==> config.mk <==
export PLATFORM = sky130hd
export DESIGN_NAME = psk_symbol_tx
export DESIGN_NICKNAME = d
export VERILOG_FILES = /design/src/rtl/psk_pkg.sv /design/src/rtl/psk_symbol_mapper.sv /design/src/rtl/psk_symbol_tx.sv
export SDC_FILE = /design/constraint.sdc
export NUM_CORES = 1
export LEC_CHECK = 0
export CAP_MARGIN = 15
export CORE_MARGIN = 2
export CORE_UTILIZATION = 34
export DETAILED_ROUTE_END_ITERATION = 10
export PLACE_DENSITY_LB_ADDON = 0.1
export SLEW_MARGIN = 20
export SYNTH_ARGS = -nofsm -noshare
export SYNTH_HDL_FRONTEND = slang
export SYNTH_SLANG_ARGS = --single-unit
==> constraint.sdc <==
create_clock -name clk -period 1.88 [get_ports clk]
set_input_delay 0.376 -clock clk [delete_from_list [all_inputs] [get_ports clk]]
set_output_delay 0.376 -clock clk [all_outputs]
set_load 0.03 [all_outputs]
==> src/rtl/psk_pkg.sv <==
`default_nettype none
// ============================================================================
// Module   : psk_pkg
// Purpose  : Shared constants, FSM encoding and bit-to-level mapping for the
//            BPSK/QPSK symbol transmitter.
// Revision : 1.0
// ============================================================================
package psk_pkg;

   localparam int PSK_WIDTH    = 16;
   localparam int PSK_SPS      = 32;
   localparam int PSK_AMP      = 8192;
   localparam int PSK_RAMP_LEN = 8;

   typedef logic [0:0] psk_state_t;
   localparam psk_state_t ST_IDLE = 1'b0;
   localparam psk_state_t ST_RUN  = 1'b1;

   // A transmitted 1 is the negative level, so the sample sign bit equals the bit.
   function automatic int psk_level(input logic b, input int amp);
      return b ? -amp : amp;
   endfunction

endpackage
`default_nettype wire

==> src/rtl/psk_symbol_mapper.sv <==
`default_nettype none
// ============================================================================
// Module   : psk_symbol_mapper
// Purpose  : Combinational mapping of symbol bits to signed I/Q target levels.
// Revision : 1.0
// ============================================================================
module psk_symbol_mapper
   import psk_pkg::*;
#(
   parameter int WIDTH = PSK_WIDTH,
   parameter int AMP   = PSK_AMP
) (
   input  logic                    is_bpsk,
   input  logic [1:0]              bit_data,
   output logic signed [WIDTH-1:0] lvl_i,
   output logic signed [WIDTH-1:0] lvl_q
);

   always_comb begin
      lvl_i = WIDTH'(psk_level(is_bpsk ? bit_data[0] : bit_data[1], AMP));
      lvl_q = WIDTH'(psk_level(bit_data[0], AMP));
   end

endmodule
`default_nettype wire

==> src/rtl/psk_symbol_tx.sv <==
`default_nettype none
// ============================================================================
// Module   : psk_symbol_tx
// Purpose  : BPSK/QPSK symbol generator holding each symbol for SPS samples.
//            Define PSK_TX_RAMP_EN for linear level ramps on symbol loads.
// Revision : 1.0
// ============================================================================
module psk_symbol_tx
   import psk_pkg::*;
#(
   parameter int WIDTH    = PSK_WIDTH,
   parameter int SPS      = PSK_SPS,
   parameter int AMP      = PSK_AMP,
   parameter int RAMP_LEN = PSK_RAMP_LEN
) (
   input  logic                    clk,
   input  logic                    rst,
   input  logic                    is_bpsk,
   input  logic [1:0]              bit_data,
   input  logic                    bit_valid,
   output logic                    bit_ready,
   output logic signed [WIDTH-1:0] I,
   output logic signed [WIDTH-1:0] Q,
   output logic                    sym_strobe,
   output logic                    busy
);

   localparam int              CNT_W    = $clog2(SPS);
   localparam logic [CNT_W-1:0] CNT_LAST = CNT_W'(SPS - 1);

   if (SPS < 4 || (SPS & (SPS - 1)) != 0) begin : g_bad_sps
      $error("psk_symbol_tx: SPS must be a power of two and at least 4");
   end
   if (RAMP_LEN < 1 || RAMP_LEN > SPS / 2 || (RAMP_LEN & (RAMP_LEN - 1)) != 0) begin : g_bad_ramp
      $error("psk_symbol_tx: RAMP_LEN must be a power of two no larger than SPS/2");
   end
   if (AMP <= 0 || AMP >= (1 << (WIDTH - 1))) begin : g_bad_amp
      $error("psk_symbol_tx: AMP must be positive and below 2^(WIDTH-1)");
   end

   psk_state_t              state, state_nxt;
   logic [CNT_W-1:0]        cnt, cnt_inc;
   logic                    at_last, accept;
   logic signed [WIDTH-1:0] map_i, map_q;

   assign cnt_inc = cnt + 1'b1;
   assign at_last = (cnt == CNT_LAST);
   assign accept  = bit_valid & bit_ready;

   psk_symbol_mapper #(
      .WIDTH (WIDTH),
      .AMP   (AMP)
   ) u_mapper (
      .is_bpsk  (is_bpsk),
      .bit_data (bit_data),
      .lvl_i    (map_i),
      .lvl_q    (map_q)
   );

   always_ff @(posedge clk) begin
      if (rst) state <= ST_IDLE;
      else     state <= state_nxt;
   end

   always_comb begin
      state_nxt = state;
      case (state)
         ST_IDLE: if (accept)                  state_nxt = ST_RUN;
         ST_RUN:  if (at_last && !bit_valid)   state_nxt = ST_IDLE;
         default:                              state_nxt = ST_IDLE;
      endcase
   end

   // Ready depends only on state and count so upstream sees no valid->ready path.
   always_comb begin
      bit_ready = (state == ST_IDLE) || at_last;
      busy      = (state == ST_RUN);
   end

`ifdef PSK_TX_RAMP_EN
   localparam int               RAMP_SH   = $clog2(RAMP_LEN);
   localparam logic [CNT_W-1:0] RAMP_LAST = CNT_W'(RAMP_LEN - 1);

   logic signed [WIDTH-1:0] tgt_i, tgt_q, old_i, old_q;
   logic signed [WIDTH:0]   step_i, step_q, new_step_i, new_step_q;

   // A symbol only follows another one gaplessly; from IDLE the ramp starts at 0.
   assign old_i      = (state == ST_RUN) ? tgt_i : '0;
   assign old_q      = (state == ST_RUN) ? tgt_q : '0;
   assign new_step_i = ((WIDTH+1)'(map_i) - (WIDTH+1)'(old_i)) >>> RAMP_SH;
   assign new_step_q = ((WIDTH+1)'(map_q) - (WIDTH+1)'(old_q)) >>> RAMP_SH;
`endif

   always_ff @(posedge clk) begin
      if (rst) begin
         I          <= '0;
         Q          <= '0;
         sym_strobe <= 1'b0;
         cnt        <= '0;
`ifdef PSK_TX_RAMP_EN
         tgt_i      <= '0;
         tgt_q      <= '0;
         step_i     <= '0;
         step_q     <= '0;
`endif
      end else begin
         sym_strobe <= accept;
         if (accept) begin
            cnt <= '0;
`ifdef PSK_TX_RAMP_EN
            tgt_i  <= map_i;
            tgt_q  <= map_q;
            step_i <= new_step_i;
            step_q <= new_step_q;
            I <= (RAMP_LAST == '0) ? map_i : WIDTH'((WIDTH+1)'(old_i) + new_step_i);
            Q <= (RAMP_LAST == '0) ? map_q : WIDTH'((WIDTH+1)'(old_q) + new_step_q);
`else
            I <= map_i;
            Q <= map_q;
`endif
         end else if (state == ST_RUN && !at_last) begin
            cnt <= cnt_inc;
`ifdef PSK_TX_RAMP_EN
            // The last ramp sample snaps to the target to absorb shift truncation.
            if (cnt_inc == RAMP_LAST) begin
               I <= tgt_i;
               Q <= tgt_q;
            end else if (cnt_inc < RAMP_LAST) begin
               I <= WIDTH'((WIDTH+1)'(I) + step_i);
               Q <= WIDTH'((WIDTH+1)'(Q) + step_q);
            end
`endif
         end else begin
            cnt <= '0;
            I   <= '0;
            Q   <= '0;
         end
      end
   end

endmodule
`default_nettype wire
==> results of run 1 <==
==> final timing paths <==
check | startpoint | endpoint
worst min register to register | Q[14] | Q[14]
worst max-delay path | cnt[0] | bit_ready
worst max register to register | cnt[1] | I[14]
worst min-delay path | Q[14] | Q[14]
==> logic make-up (layout without fill, tap and decap cells) <==
logic type	count (synthesis)	after routing	synth area share, %
buffers and inverters	30	22	37.2
and+or+nand+nor	15	15	16.0
DFF	10	10	33.6
AOI/OAI and AO/OA	3	3	3.57
adders and majority gates	2	2	4.20
xor gates and xnor gates	2	2	2.94
other	1	26	0.630
muxes	1	1	1.89
==> per-stage QoR <==
stage	instance area [um2]	power [mW]	instances
global route	686	0.542	98
floorplan	689	0.383	89
detailed placement	663	0.381	95
global placement	663	0.381	95
CTS	681	0.521	98
finish	686	0.512	98
==> layout make-up <==
cell class / count / area share [%]
Inverter: 1 / 0.547
Clock buffer: 3 / 3.28
Timing Repair Buffer: 18 / 24.5
Sequential cell: 10 / 29.2
Multi-Input combinational cell: 49 / 39.4
Tap cell: 17 / 3.10
==> what timing repair did <==
action	in CTS	in global routing
pin swaps	0	0
hold buffers	0	0
resized for setup	5	3
gates cloned	0	0
endpoints found under the setup margin	1	1
==> cell usage after synthesis <==
master     n  area share, %
and3_1     1            1.1
mux2_1     1            1.9
nand2_1    1           0.63
nand3_1    2            1.7
ha_1       2            4.2
xor2_1     1            1.5
inv_2      1           0.63
nor2b_4    1            2.3
buf_4     29             37
conb_1     1           0.63
a21oi_1    1           0.84
nor2_4     1            1.9
a21o_1     1            1.3
nor3b_2    1            2.1
nor2_1     5            3.2
dfxtp_1   10             34
nand2b_1   1            1.1
and2_1     2            2.1
xnor2_1    1            1.5
a22o_1     1            1.5
==> state kept, by name (all words and copies together), names as in the netlist <==
name        count
busy            1
Q               1
cnt             5
sym_strobe      1
I               2
==> worst register-to-register path, cell delays in order (launching register included) <==
cell	delay (ns)
dfxtp_1	0.33
ha_1	0.15
and3_1	0.15
ha_2	0.19
nor2b_4	0.05
buf_4	0.14
nor3b_2	0.22
a22o_1	0.15
==> report_power, final <==
part           switching, mW  internal [mW]  total [mW]
clock                 0.0632         0.0734       0.137
sequential           0.00428          0.220       0.224
combinational          0.110         0.0411       0.151
==> metal layers <==
| metal | up-vias | share of wire (%) | global-route usage (%) |
|---|---|---|---|
| li1 | 181 | - | - |
| met2 | 25 | 43 | 10.8 |
| met3 | 0 | 12 | 3.97 |
| met4 | 0 | 0 | 5.14 |
| met1 | 159 | 45 | 9.50 |
| met5 | - | 0 | 0 |
==> reports/results.txt, run 1 <==
Largest net degree at the start of global routing: 6
CTS tree: yes
Worst R2R Path Depth: 7
Yosys cell types: 20
CP Data Required Time: 1.50 ns
Post-layout util: 40.6%
Drt via density: 3.72
Worst skew pair latency: 0.25 ns
Crit-path cells: ha_1 > and3_1 > ha_2 > nor2b_4 > inv_2 > buf_4
H-tree depth: 1
Setup Skew: 0.00709 ns
Endpoint class of the critical path: output port
GR Overflow Total: 0
Drt initial violations: 2
Static Leakage: 0.335 nW
Avg Inst Size Synth: 9.31 um2
Pwr dens: 747 nW/um2
Vias in the first global route: 274
Crit path DAT: 1.41 ns
Max Clock Freq: 0.560 GHz
Crit-path max cell delay: 0.31 ns
Routed WL: 788 um
Top Ports: 41
Syn Inst Count: 64
CP Launch Type: register
Multi-input gate area: 270 um2
WP buf/inv: 2
Cell count along the critical path: 6
Seq/Total Area, Yosys: 33.6%
Final-report max-slew violation count: 0
First-pass GRT wire length: 1.15 mm
Layout cells sized above 1: 16.0%
Unrepaired setup endpoints after global routing: false
Setup WS pre-CTS: -0.0925 ns
Hold crit path type: reg2reg
CP max FO: 2
Initial antenna violation count: 0
CTS Buf Count: 3
CP Class: reg2out
Core area: 1690 um2
Die ar.: 2100 um2
Hpwl dp: 658 um
Setup-failing EPs final: 0
Fin Hold WS: 0.470 ns
Die W: 45.9 um
Top delay family on crit path: adder cells
Fill count: 188
Initial Util: 35.3%
CP max-delay cell: dfxtp_1
Antenna Nets Post-Route: 0
Via Count: 365
Buffers added on ports: 14
Post-route setup TNS: 0 ns
Flops & latches, synth: 10
Register area: 200 um2
Final Hold Vio Count: 0
Maxcap violations: 0
Synth Cell Area: 596 um2
Die height: 45.9 um
Buffers from clock root to sink, at most: 2
Crit share post-route: 95.0%
Total GRT Usage: 7.88%
Root buf cell: clkbuf_4
ANT cells: 0
Max IR drop VDD: 0.000261 V
Post-CTS setup buffers: 0
Outcome: finished, final reports clean
Routability Congestion: 0.674
Most frequent cells in the layout: 26 x conb_1, 13 x clkdlybuf4s50_1, 10 x dfxtp_1
Average detailed-routed wire length per instance: 8.04 um
DRC: 0
Hold path depth: 2
Commonest non-fill, non-tap cell in the layout: conb_1
Yosys Warn Count: 0
Worst-path clk slew: 0.06 ns
Row cnt: 15
Min Tclk post-route: 1.79 ns
CTS sink count: 10
R2R setup slack: 0.43 ns
Fin nets: 91
Area growth from synthesis to layout: 15.1%
Fin worst setup slack: 0.0937 ns
Drt pass-1 iters: 2
Note: power is estimated with default switching activity, not from simulation.
==> run 2: changes to the inputs <==
--- a/config.mk
+++ b/config.mk
@@ -5,9 +5,10 @@
 export SDC_FILE = /design/constraint.sdc
 export NUM_CORES = 1
 export LEC_CHECK = 0
+export ABC_AREA = 1
 export CAP_MARGIN = 15
 export CORE_MARGIN = 2
-export CORE_UTILIZATION = 34
+export CORE_UTILIZATION = 35
 export DETAILED_ROUTE_END_ITERATION = 10
 export PLACE_DENSITY_LB_ADDON = 0.1
 export SLEW_MARGIN = 20
==> reports/results.txt, run 2 <==
Max reg flops: 5 (unchanged)
Worst-path clk slew: 0.06 ns (about the same)
Worst path most repeated cell: nand2_2
Drt initial violations: 3 (was 2)
Dpl cell area: 677 um2 (was 663 um2)
Outcome: finished, final reports clean (unchanged)
Area growth from synthesis to layout: 17.6% (was 15.1%)
Die W: 46.5 um (was 45.9 um)
Fin worst setup slack: 0.117 ns (was 0.0937 ns)
Max Clock Freq: 0.567 GHz (was 0.560 GHz)
First-pass GRT wire length: 1.14 mm (was 1.15 mm)
CTS tree: yes (unchanged)
Hold crit path type: reg2reg (unchanged)
Final-report max-slew violation count: 0 (unchanged)
DRC: 0 (unchanged)
Top post-synthesis cells by area: buf_4 34%, dfxtp_1 32%, nand2_1 6.5% (was buf_4 37%, dfxtp_1 34%, ha_1 4.2%)
CP Launch Point: cnt[0] (unchanged)
Die ar.: 2160 um2 (was 2100 um2)
Hold Path Origin: cnt[0] (was Q[14])
CP Data Required Time: 1.50 ns (about the same)
Largest Register: cnt (unchanged)
Synth Cell Area: 632 um2 (was 596 um2)
Placed cells: 115 (was 95)
Pwr dens: 727 nW/um2 (was 747 nW/um2)
Layout cells sized above 1: 21.1% (was 16.0%)
Avg Inst Size Synth: 7.90 um2 (was 9.31 um2)
CTS sink count: 10 (unchanged)
Most frequent cell after synthesis: buf_4 (unchanged)
Average detailed-routed wire length per instance: 7.04 um (was 8.04 um)
Seq/Total Area, Yosys: 31.7% (was 33.6%)
Max IR drop VDD: 0.000329 V (was 0.000261 V)
Endpoint class of the critical path: output port (unchanged)
Min Tclk post-route: 1.76 ns (was 1.79 ns)
Top delay family on crit path: flip-flops (was adder cells)
GR Overflow Total: 0 (unchanged)
Setup WS pre-CTS: 0.267 ns (was -0.0925 ns)
Asr flop ratio synth: 0% (unchanged)
Yosys Warn Count: 0 (unchanged)
CP max FO: 3 (was 2)
Buffers from clock root to sink, at most: 2 (unchanged)
CP Class: reg2out (unchanged)
Setup Skew: 0.00408 ns (was 0.00709 ns)
Yosys cell types: 16 (was 20)
Post-route setup TNS: 0 ns (unchanged)
Worst flop-to-flop path startpoint: cnt[0] (was cnt[1])
Clk pwr share: 25.5% (was 26.7%)
Vias in the first global route: 289 (was 274)
CTS Buf Count: 3 (unchanged)
Flops & latches, synth: 10 (unchanged)
Initial antenna violation count: 0 (unchanged)
Core area: 1710 um2 (was 1690 um2)
Hpwl dp: 692 um (was 658 um)
Setup-failing EPs final: 0 (unchanged)
Cell count along the critical path: 7 (was 6)
Commonest non-fill, non-tap cell in the layout: conb_1 (unchanged)
Root buf cell: clkbuf_4 (unchanged)
Area leader, netlist: buf_4 (unchanged)
Design Area, Final: 743 um2 (was 686 um2)
Crit-path max cell delay: 0.36 ns (was 0.31 ns)
Static Leakage: 0.359 nW (was 0.335 nW)
Largest regs: cnt (5), I (2) (unchanged)
Switch Pwr: 198 uW (was 177 uW)
CP Launch Type: register (unchanged)
Initial Util: 37.0% (was 35.3%)
Pint: 343 uW (was 334 uW)
Logic pwr share: 31.8% (was 29.5%)
Post-synth top area share: 34.5% (was 36.6%)
Maxcap violations: 0 (unchanged)
Fin nets: 105 (was 91)
Crit path DAT: 1.39 ns (was 1.41 ns)
Antenna Nets Post-Route: 0 (unchanged)
Most frequent cells in the layout: 26 x conb_1, 13 x clkdlybuf4s50_1, 9 x nand2_1 (was 26 x conb_1, 13 x clkdlybuf4s50_1, 10 x dfxtp_1)
Routed WL: 845 um (was 788 um)
Via Count: 407 (was 365)
Die height: 46.5 um (was 45.9 um)
Top Ports: 41 (unchanged)
Drt pass-1 iters: 2 (unchanged)
Post-synth top cells: 29 x buf_4, 11 x nand2_1, 10 x dfxtp_1 (was 29 x buf_4, 10 x dfxtp_1, 5 x nor2_1)
Seq pwr share: 42.7% (was 43.8%)
Unrepaired setup endpoints after global routing: false (unchanged)
ANT cells: 0 (unchanged)
Routability Congestion: 0.642 (was 0.674)
Sw Share: 36.6% (was 34.7%)
Row cnt: 15 (unchanged)
Crit-path cells: ha_4 > nand2_2 > nor2_2 > ha_2 > inv_1 > nand2_2 > buf_6 (was ha_1 > and3_1 > ha_2 > nor2b_4 > inv_2 > buf_4)
Hold path depth: 1 (was 2)
Total GRT Usage: 8.23% (was 7.88%)
Worst skew pair latency: 0.26 ns (was 0.25 ns)
Drt via density: 3.39 (was 3.72)
Worst R2R Path Depth: 9 (was 7)
Hold buffers post-CTS: 0 (unchanged)
Crit share post-route: 93.8% (was 95.0%)
Most common flop cell mapped by yosys: dfxtp_1 (unchanged)
Syn Inst Count: 80 (was 64)
WP buf/inv: 2 (unchanged)
Final Hold Vio Count: 0 (unchanged)
EDFF count, synth: 0 (unchanged)
CP max-delay cell: dfxtp_2 (was dfxtp_1)
Largest net degree at the start of global routing: 8 (was 6)
H-tree depth: 1 (unchanged)
Buffers added on ports: 14 (unchanged)
Final non-filler cell total: 120 (was 98)
Fill count: 176 (was 188)
[run 2: power groups by stage]
stage                     Sequential [mW]  Clock, mW  Combinational [mW]
final                               0.231      0.138               0.172
after global routing                0.232      0.159               0.184
after CTS                           0.230      0.145               0.167
after detailed placement            0.234          0               0.165
after global placement              0.234          0               0.166
after floorplan                     0.249          0               0.155
[run 2: logic make-up after synthesis]
group           count (synthesis)  share of synthesized area (%)
simple gates                   27                           21.8
compound gates                  2                           2.18
fa+ha+maj                       2                           3.96
flops                          10                           31.7
buf+inv                        38                           39.8
other cells                     1                          0.593
[run 2: stage by stage]
step | hold slack (ns) | power [mW] | util, %
floorplan | 0.430 | 0.404 | -
global placement | 0.446 | 0.400 | 39.6
detailed placement | 0.456 | 0.400 | 39.6
CTS | 0.431 | 0.542 | 41.4
global route | 0.470 | 0.575 | 43.5
finish | 0.454 | 0.540 | 43.5
[run 2: path summary, 6_finish.rpt]
kind | endpoint | slack (ns)
hold / removal | cnt[0] | 0.45
hold reg to reg | cnt[0] | 0.45
setup / recovery | bit_ready | 0.12
setup reg to reg | I[14] | 0.62
[run 2: timing repair]
action	CTS	global route
setup endpoints to repair	1	1
gates cloned	0	0
buffers inserted	0	2
gates resized for setup	3	6
pin swaps	0	2
[run 2: metal layers]
layer	global-route usage (%)	wire (um)	vias to the layer above
met4	3.43	0	0
met2	11.7	408	22
met5	0	0	-
met1	8.69	343	168
li1	-	-	217
met3	7.06	93	0
[run 2: cell type report]
| type | count | area [um2] | share of cell area, % |
|---|---|---|---|
| Multi-Input combinational cell | 57 | 297 | 39.9 |
| Clock buffer | 3 | 22.5 | 3.03 |
| Timing Repair Buffer | 16 | 156 | 21.0 |
| Sequential cell | 10 | 203 | 27.3 |
| Tap cell | 25 | 31.3 | 4.21 |
| Inverter | 9 | 33.8 | 4.55 |
